## config.mk

```make
export PLATFORM = sky130hd
export DESIGN_NAME = sample_sequencer
export DESIGN_NICKNAME = d
export VERILOG_FILES = /design/src/rtl/sample_sequencer.sv
export SDC_FILE = /design/constraint.sdc
export NUM_CORES = 1
export LEC_CHECK = 0
export ABC_CLOCK_PERIOD_IN_PS = 6200
export BUFFER_PORTS_ARGS = -buffer_cell sky130_fd_sc_hd__buf_2
export CORE_ASPECT_RATIO = 1.1
export CORE_UTILIZATION = 65
export CTS_BUF_LIST = sky130_fd_sc_hd__clkbuf_16
export CTS_CLUSTER_DIAMETER = 200
export DETAILED_ROUTE_END_ITERATION = 8
export GPL_TIMING_DRIVEN = 0
export PLACE_DENSITY = 0.86
export SYNTH_ARGS = -nofsm -noshare
export SYNTH_HDL_FRONTEND = slang
export SYNTH_SLANG_ARGS = --single-unit
```

## constraint.sdc

```tcl
create_clock -name clk -period 6.2 [get_ports clk]
set_input_delay 0.31 -clock clk [delete_from_list [all_inputs] [get_ports clk]]
set_output_delay 0.31 -clock clk [all_outputs]
set_load 0.01 [all_outputs]
```

## src/rtl/sample_sequencer.sv

```systemverilog
// ADC sample sequencer: paced conversion requests, bias calibration over 2^CAL_LOG2 samples,
// then offset-corrected signed sample stream. Optional SAMPLE_OVERRUN_COUNT_EN adds a dropped-tick counter.
module sample_sequencer #(
    parameter int SAMPLE_DIV = 1250,
    parameter int CAL_LOG2   = 12,
    parameter int W          = 10
) (
    input  logic         clk,
    input  logic         resetN,
    input  logic         recal,
    output logic         adcReq,
    input  logic         adcDone,
    input  logic [W-1:0] adcData,
    output logic [W-1:0] offset,
    output logic         calibrated,
    output logic [W:0]   sampleOut,
    output logic         sampleValid
`ifdef SAMPLE_OVERRUN_COUNT_EN
    ,
    output logic [7:0]   overrunCount
`endif
);
    localparam int TW = $clog2(SAMPLE_DIV);
    localparam int AW = W + CAL_LOG2;
    localparam int CW = CAL_LOG2 + 1;

    typedef enum logic [1:0] {CAL_IDLE, CAL_WAIT, RUN_IDLE, RUN_WAIT} state_t;

    state_t        state;
    logic [TW-1:0] tcnt;
    logic          tick;
    logic [AW-1:0] acc;
    logic [AW-1:0] acc_sum;
    logic [CW-1:0] calcnt;
    logic [CW-1:0] cnt_nxt;
    logic          cal_last;

    assign tick     = (tcnt == TW'(SAMPLE_DIV - 1));
    assign acc_sum  = acc + AW'(adcData);
    assign cnt_nxt  = calcnt + 1'b1;
    assign cal_last = (cnt_nxt == CW'(1 << CAL_LOG2));

    // Sample pacing runs independently of calibration state and recal.
    always_ff @(posedge clk or negedge resetN) begin
        if (!resetN)   tcnt <= '0;
        else if (tick) tcnt <= '0;
        else           tcnt <= tcnt + 1'b1;
    end

    always_ff @(posedge clk or negedge resetN) begin
        if (!resetN) begin
            state       <= CAL_IDLE;
            adcReq      <= 1'b0;
            acc         <= '0;
            calcnt      <= '0;
            offset      <= '0;
            calibrated  <= 1'b0;
            sampleOut   <= '0;
            sampleValid <= 1'b0;
        end else begin
            adcReq      <= 1'b0;
            sampleValid <= 1'b0;
            if (recal) begin
                // Offset is kept so downstream sees the old estimate until a new one exists.
                state      <= CAL_IDLE;
                acc        <= '0;
                calcnt     <= '0;
                calibrated <= 1'b0;
            end else begin
                case (state)
                    CAL_IDLE: if (tick) begin
                        adcReq <= 1'b1;
                        state  <= CAL_WAIT;
                    end
                    CAL_WAIT: if (adcDone) begin
                        acc    <= acc_sum;
                        calcnt <= cnt_nxt;
                        if (cal_last) begin
                            offset     <= acc_sum[AW-1:CAL_LOG2];
                            calibrated <= 1'b1;
                            state      <= RUN_IDLE;
                        end else begin
                            state <= CAL_IDLE;
                        end
                    end
                    RUN_IDLE: if (tick) begin
                        adcReq <= 1'b1;
                        state  <= RUN_WAIT;
                    end
                    RUN_WAIT: if (adcDone) begin
                        sampleOut   <= {1'b0, adcData} - {1'b0, offset};
                        sampleValid <= 1'b1;
                        state       <= RUN_IDLE;
                    end
                    default: state <= CAL_IDLE;
                endcase
            end
        end
    end

`ifdef SAMPLE_OVERRUN_COUNT_EN
    // A tick seen while a conversion is outstanding is dropped and counted.
    always_ff @(posedge clk or negedge resetN) begin
        if (!resetN)
            overrunCount <= '0;
        else if (recal)
            overrunCount <= '0;
        else if (tick && (state == CAL_WAIT || state == RUN_WAIT) && overrunCount != 8'hFF)
            overrunCount <= overrunCount + 1'b1;
    end
`endif

endmodule

```

==> impl_metrics.json <==
{
  "firstDrtPassIters": 6,
  "wirelength_mm": 9.747,
  "postRouteAntennaNets": 0,
  "dominantRegCellSynth": "dfrtp_1",
  "netlist_area_um2": 4267,
  "cts_buffer_depth": 2,
  "post-route-period-util_pct": 45.66,
  "setup_viol": 0,
  "path_class": "reg -> reg",
  "finalCriticalPeriod_ps": 2831,
  "pwr-share-comb_pct": 4.5,
  "cts_buffers": 9,
  "antenna_found_initial": 0,
  "hold_path_class": "in -> async",
  "drcViolationCount": 0,
  "worstPathArrival_ps": 3030,
  "grt_pass1_vias": 3419,
  "area_growth_pct": 13.87,
  "io_pins": 38,
  "holdWs_ps": 91.70,
  "rows": 30,
  "p_int_mw": 0.8006,
  "start_util_pct": 68.06,
  "slew_violations": 0,
  "clockPowerShare_pct": 50.4,
  "synth.avg_cell_area_um2": 9.524,
  "clkTransAtPathRegs_ps": 60,
  "cts_tree": "yes",
  "start_kind": "flip-flop",
  "p_sw_mw": 0.2421,
  "finalClockSkew_ps": 7.146,
  "grt.overflow.total": 0,
  "leakagePower_nw": 2.298,
  "slew-limit-headroom_pct": 41.20,
  "ys_types": 57,
  "cts_resized": 0,
  "synth_area_leaders": "dfrtp_1, ha_1, xnor2_1",
  "fmax_mhz": 353.2,
  "grt_usage_pct": 31.25,
  "yosys_warnings": 0,
  "root_buffer": "clkbuf_16",
  "cap_viol_max_count": 0,
  "synth.yosys.seq_area_share_pct": 42.23,
  "final.setup.tns_ps": 0,
  "grt_first_pass_wirelength_mm": 16.39,
  "seqPwrFrac_pct": 45.1,
  "regToRegSetupSlack_ps": 3370,
  "vias": 3520,
  "die-width_um": 79.25,
  "synth_nets": 487,
  "layoutNonFillerInstCount": 580,
  "cts_sinks": 72,
  "drtIter0Drc": 232,
  "status": "complete, no violations",
  "synth_top_cell_by_area": "dfrtp_1",
  "dpl.hpwl_mm": 6.786,
  "dp_cells": 564,
  "finalHoldViolations": 0,
  "gp_congestion": 0.9139,
  "dieArea_um2": 6893,
  "yosysTopAreaCellShare_pct": 42.23,
  "netlist_instances": 448,
  "worstPathRequired_ps": 6390,
  "crit_path_end_kind": "flip-flop",
  "synth_edf_count": 0,
  "vdd_drop_max_mv": 0.1651,
  "switching_share_pct": 23.22,
  "ctsHtreeMaxLevel": 3,
  "die_y_um": 86.98,
  "ys_seq_elements": 72,
  "path_max_fanout": 6,
  "drive_above_1_share_pct": 14.60,
  "routedWlPerCell_um": 16.81,
  "tightest_slew_ps": 882.1,
  "async_flop_share_pct": 100.0,
  "numPortBuffers": 36,
  "cts_setup_buffers": 0,
  "rsz0062_at_grt": "false",
  "grt_max_degree": 73,
  "viasPerCell": 6.069,
  "cellPowerDensity_nw_per_um2": 214.6,
  "fin_nets": 534,
  "diodes": 0,
  "clk_latency_ps": 330,
  "cts_hold_buf": 0,
  "core_area_um2": 6269
}
==> synth_stat cells, drive strengths merged (13+ instances only) <==
cell type	count
a21oi	30
dfrtp	72
ha	23
inv	18
nand2	42
nand3	15
nand4	13
nor2	41
o21ai	17
xnor2	24
xor2	24
==> state kept, by name, indices dropped and copies added (netlist names) <==
| signal | count |
|---|---|
| state | 2 |
| sampleOut | 11 |
| calibrated | 1 |
| offset | 10 |
| acc | 22 |
| adcReq | 1 |
| calcnt | 13 |
| tcnt | 11 |
| sampleValid | 1 |
==> worst max-delay path: stages (launching register included) <==
cell and delay [ps]:
dfrtp_1 380, ha_1 220, fa_1 430, a211oi_1 450, nor3_1 180, o2111ai_1 520, a21boi_0 210, xnor2_1 210
nor2_1 80
==> stage by stage <==
step	cell area, µm²	setup slack [ps]	utilization, %	power, mW
6_report	4858	3369	77.51	1.043
4_1_cts	4852	3450	77.41	1.049
2_1_floorplan	4267	3805	-	0.5030
3_5_place_dp	4549	3449	72.57	0.5253
3_3_place_gp	4547	3469	72.53	0.5240
5_1_grt	4858	3230	77.51	1.083
==> cells by family (layout without fill, tap and decap cells) <==
logic type | count (synthesis) | count (layout) | share of synthesized area (%)
buf+inv | 38 | 90 | 4.340
fa+ha+maj | 25 | 25 | 7.683
compound gates | 97 | 97 | 15.13
simple gates | 156 | 156 | 17.92
flops | 72 | 72 | 42.23
mux | 12 | 12 | 2.845
xor+xnor | 48 | 48 | 9.853
==> routing by layer <==
layer  wire length [µm]  GRT usage [%]  part of all wire (%)
met3                613          7.330                   6.3
met5                  0              0                     0
met2               4729          49.45                    49
met1               4106          40.94                    42
met4                298          13.88                   3.1
==> cell usage in the layout (no fill, tap or decap), drive strengths merged, types with 3 or more instances in the layout <==
cell and count:
nand2 42, and2 4, buf 42, clkbuf 20, a21o 7, a21oi 30, nand3 15, or3 6
nor3 9, nor2 41, ha 23, nor4 3, and3 9, nor2b 3, o211ai 7, xor2 24
inv 21, xnor2 24, a211oi 4, o21a 7, clkinv 3, or4 5, dfrtp 72, mux2i 11
nand4 13, o2111ai 3, a21boi 4, o21ai 17, o31ai 6
==> path summary, 6_finish.rpt <==
path	to	start	cells past startpoint
max	acc[18]$_DFFE_PN0P_	acc[0]$_DFFE_PN0P_	8
min	tcnt[4]$_DFF_PN0_	resetN	1
max reg2reg	acc[18]$_DFFE_PN0P_	acc[0]$_DFFE_PN0P_	8
min reg2reg	sampleOut[6]$_DFFE_PN0P_	sampleOut[6]$_DFFE_PN0P_	2
max in group asynchronous	calcnt[11]$_DFFE_PN0P_	resetN	1
min in group clk	acc[0]$_DFFE_PN0P_	recal	2
==> power groups by stage <==
stage                     Combinational (mW)  Sequential (mW)  Clock [mW]
final                                 0.0471            0.470       0.526
after global routing                  0.0530            0.469       0.561
after CTS                             0.0472            0.470       0.532
after detailed placement              0.0468            0.478           0
after global placement                0.0455            0.479           0
after floorplan                       0.0244            0.479           0
==> layout make-up <==
type / instances / area (µm²)
inverter: 20 / 76.32
clock buffer: 9 / 225.2
buffer: 18 / 108.9
clock inverter: 7 / 77.57
timing repair buffer: 36 / 182.7
multi-input combinational: 338 / 2286
sequential: 72 / 1802
tap: 80 / 100.1
fill: 411 / 1410
Power figures use the tool's default switching activity.
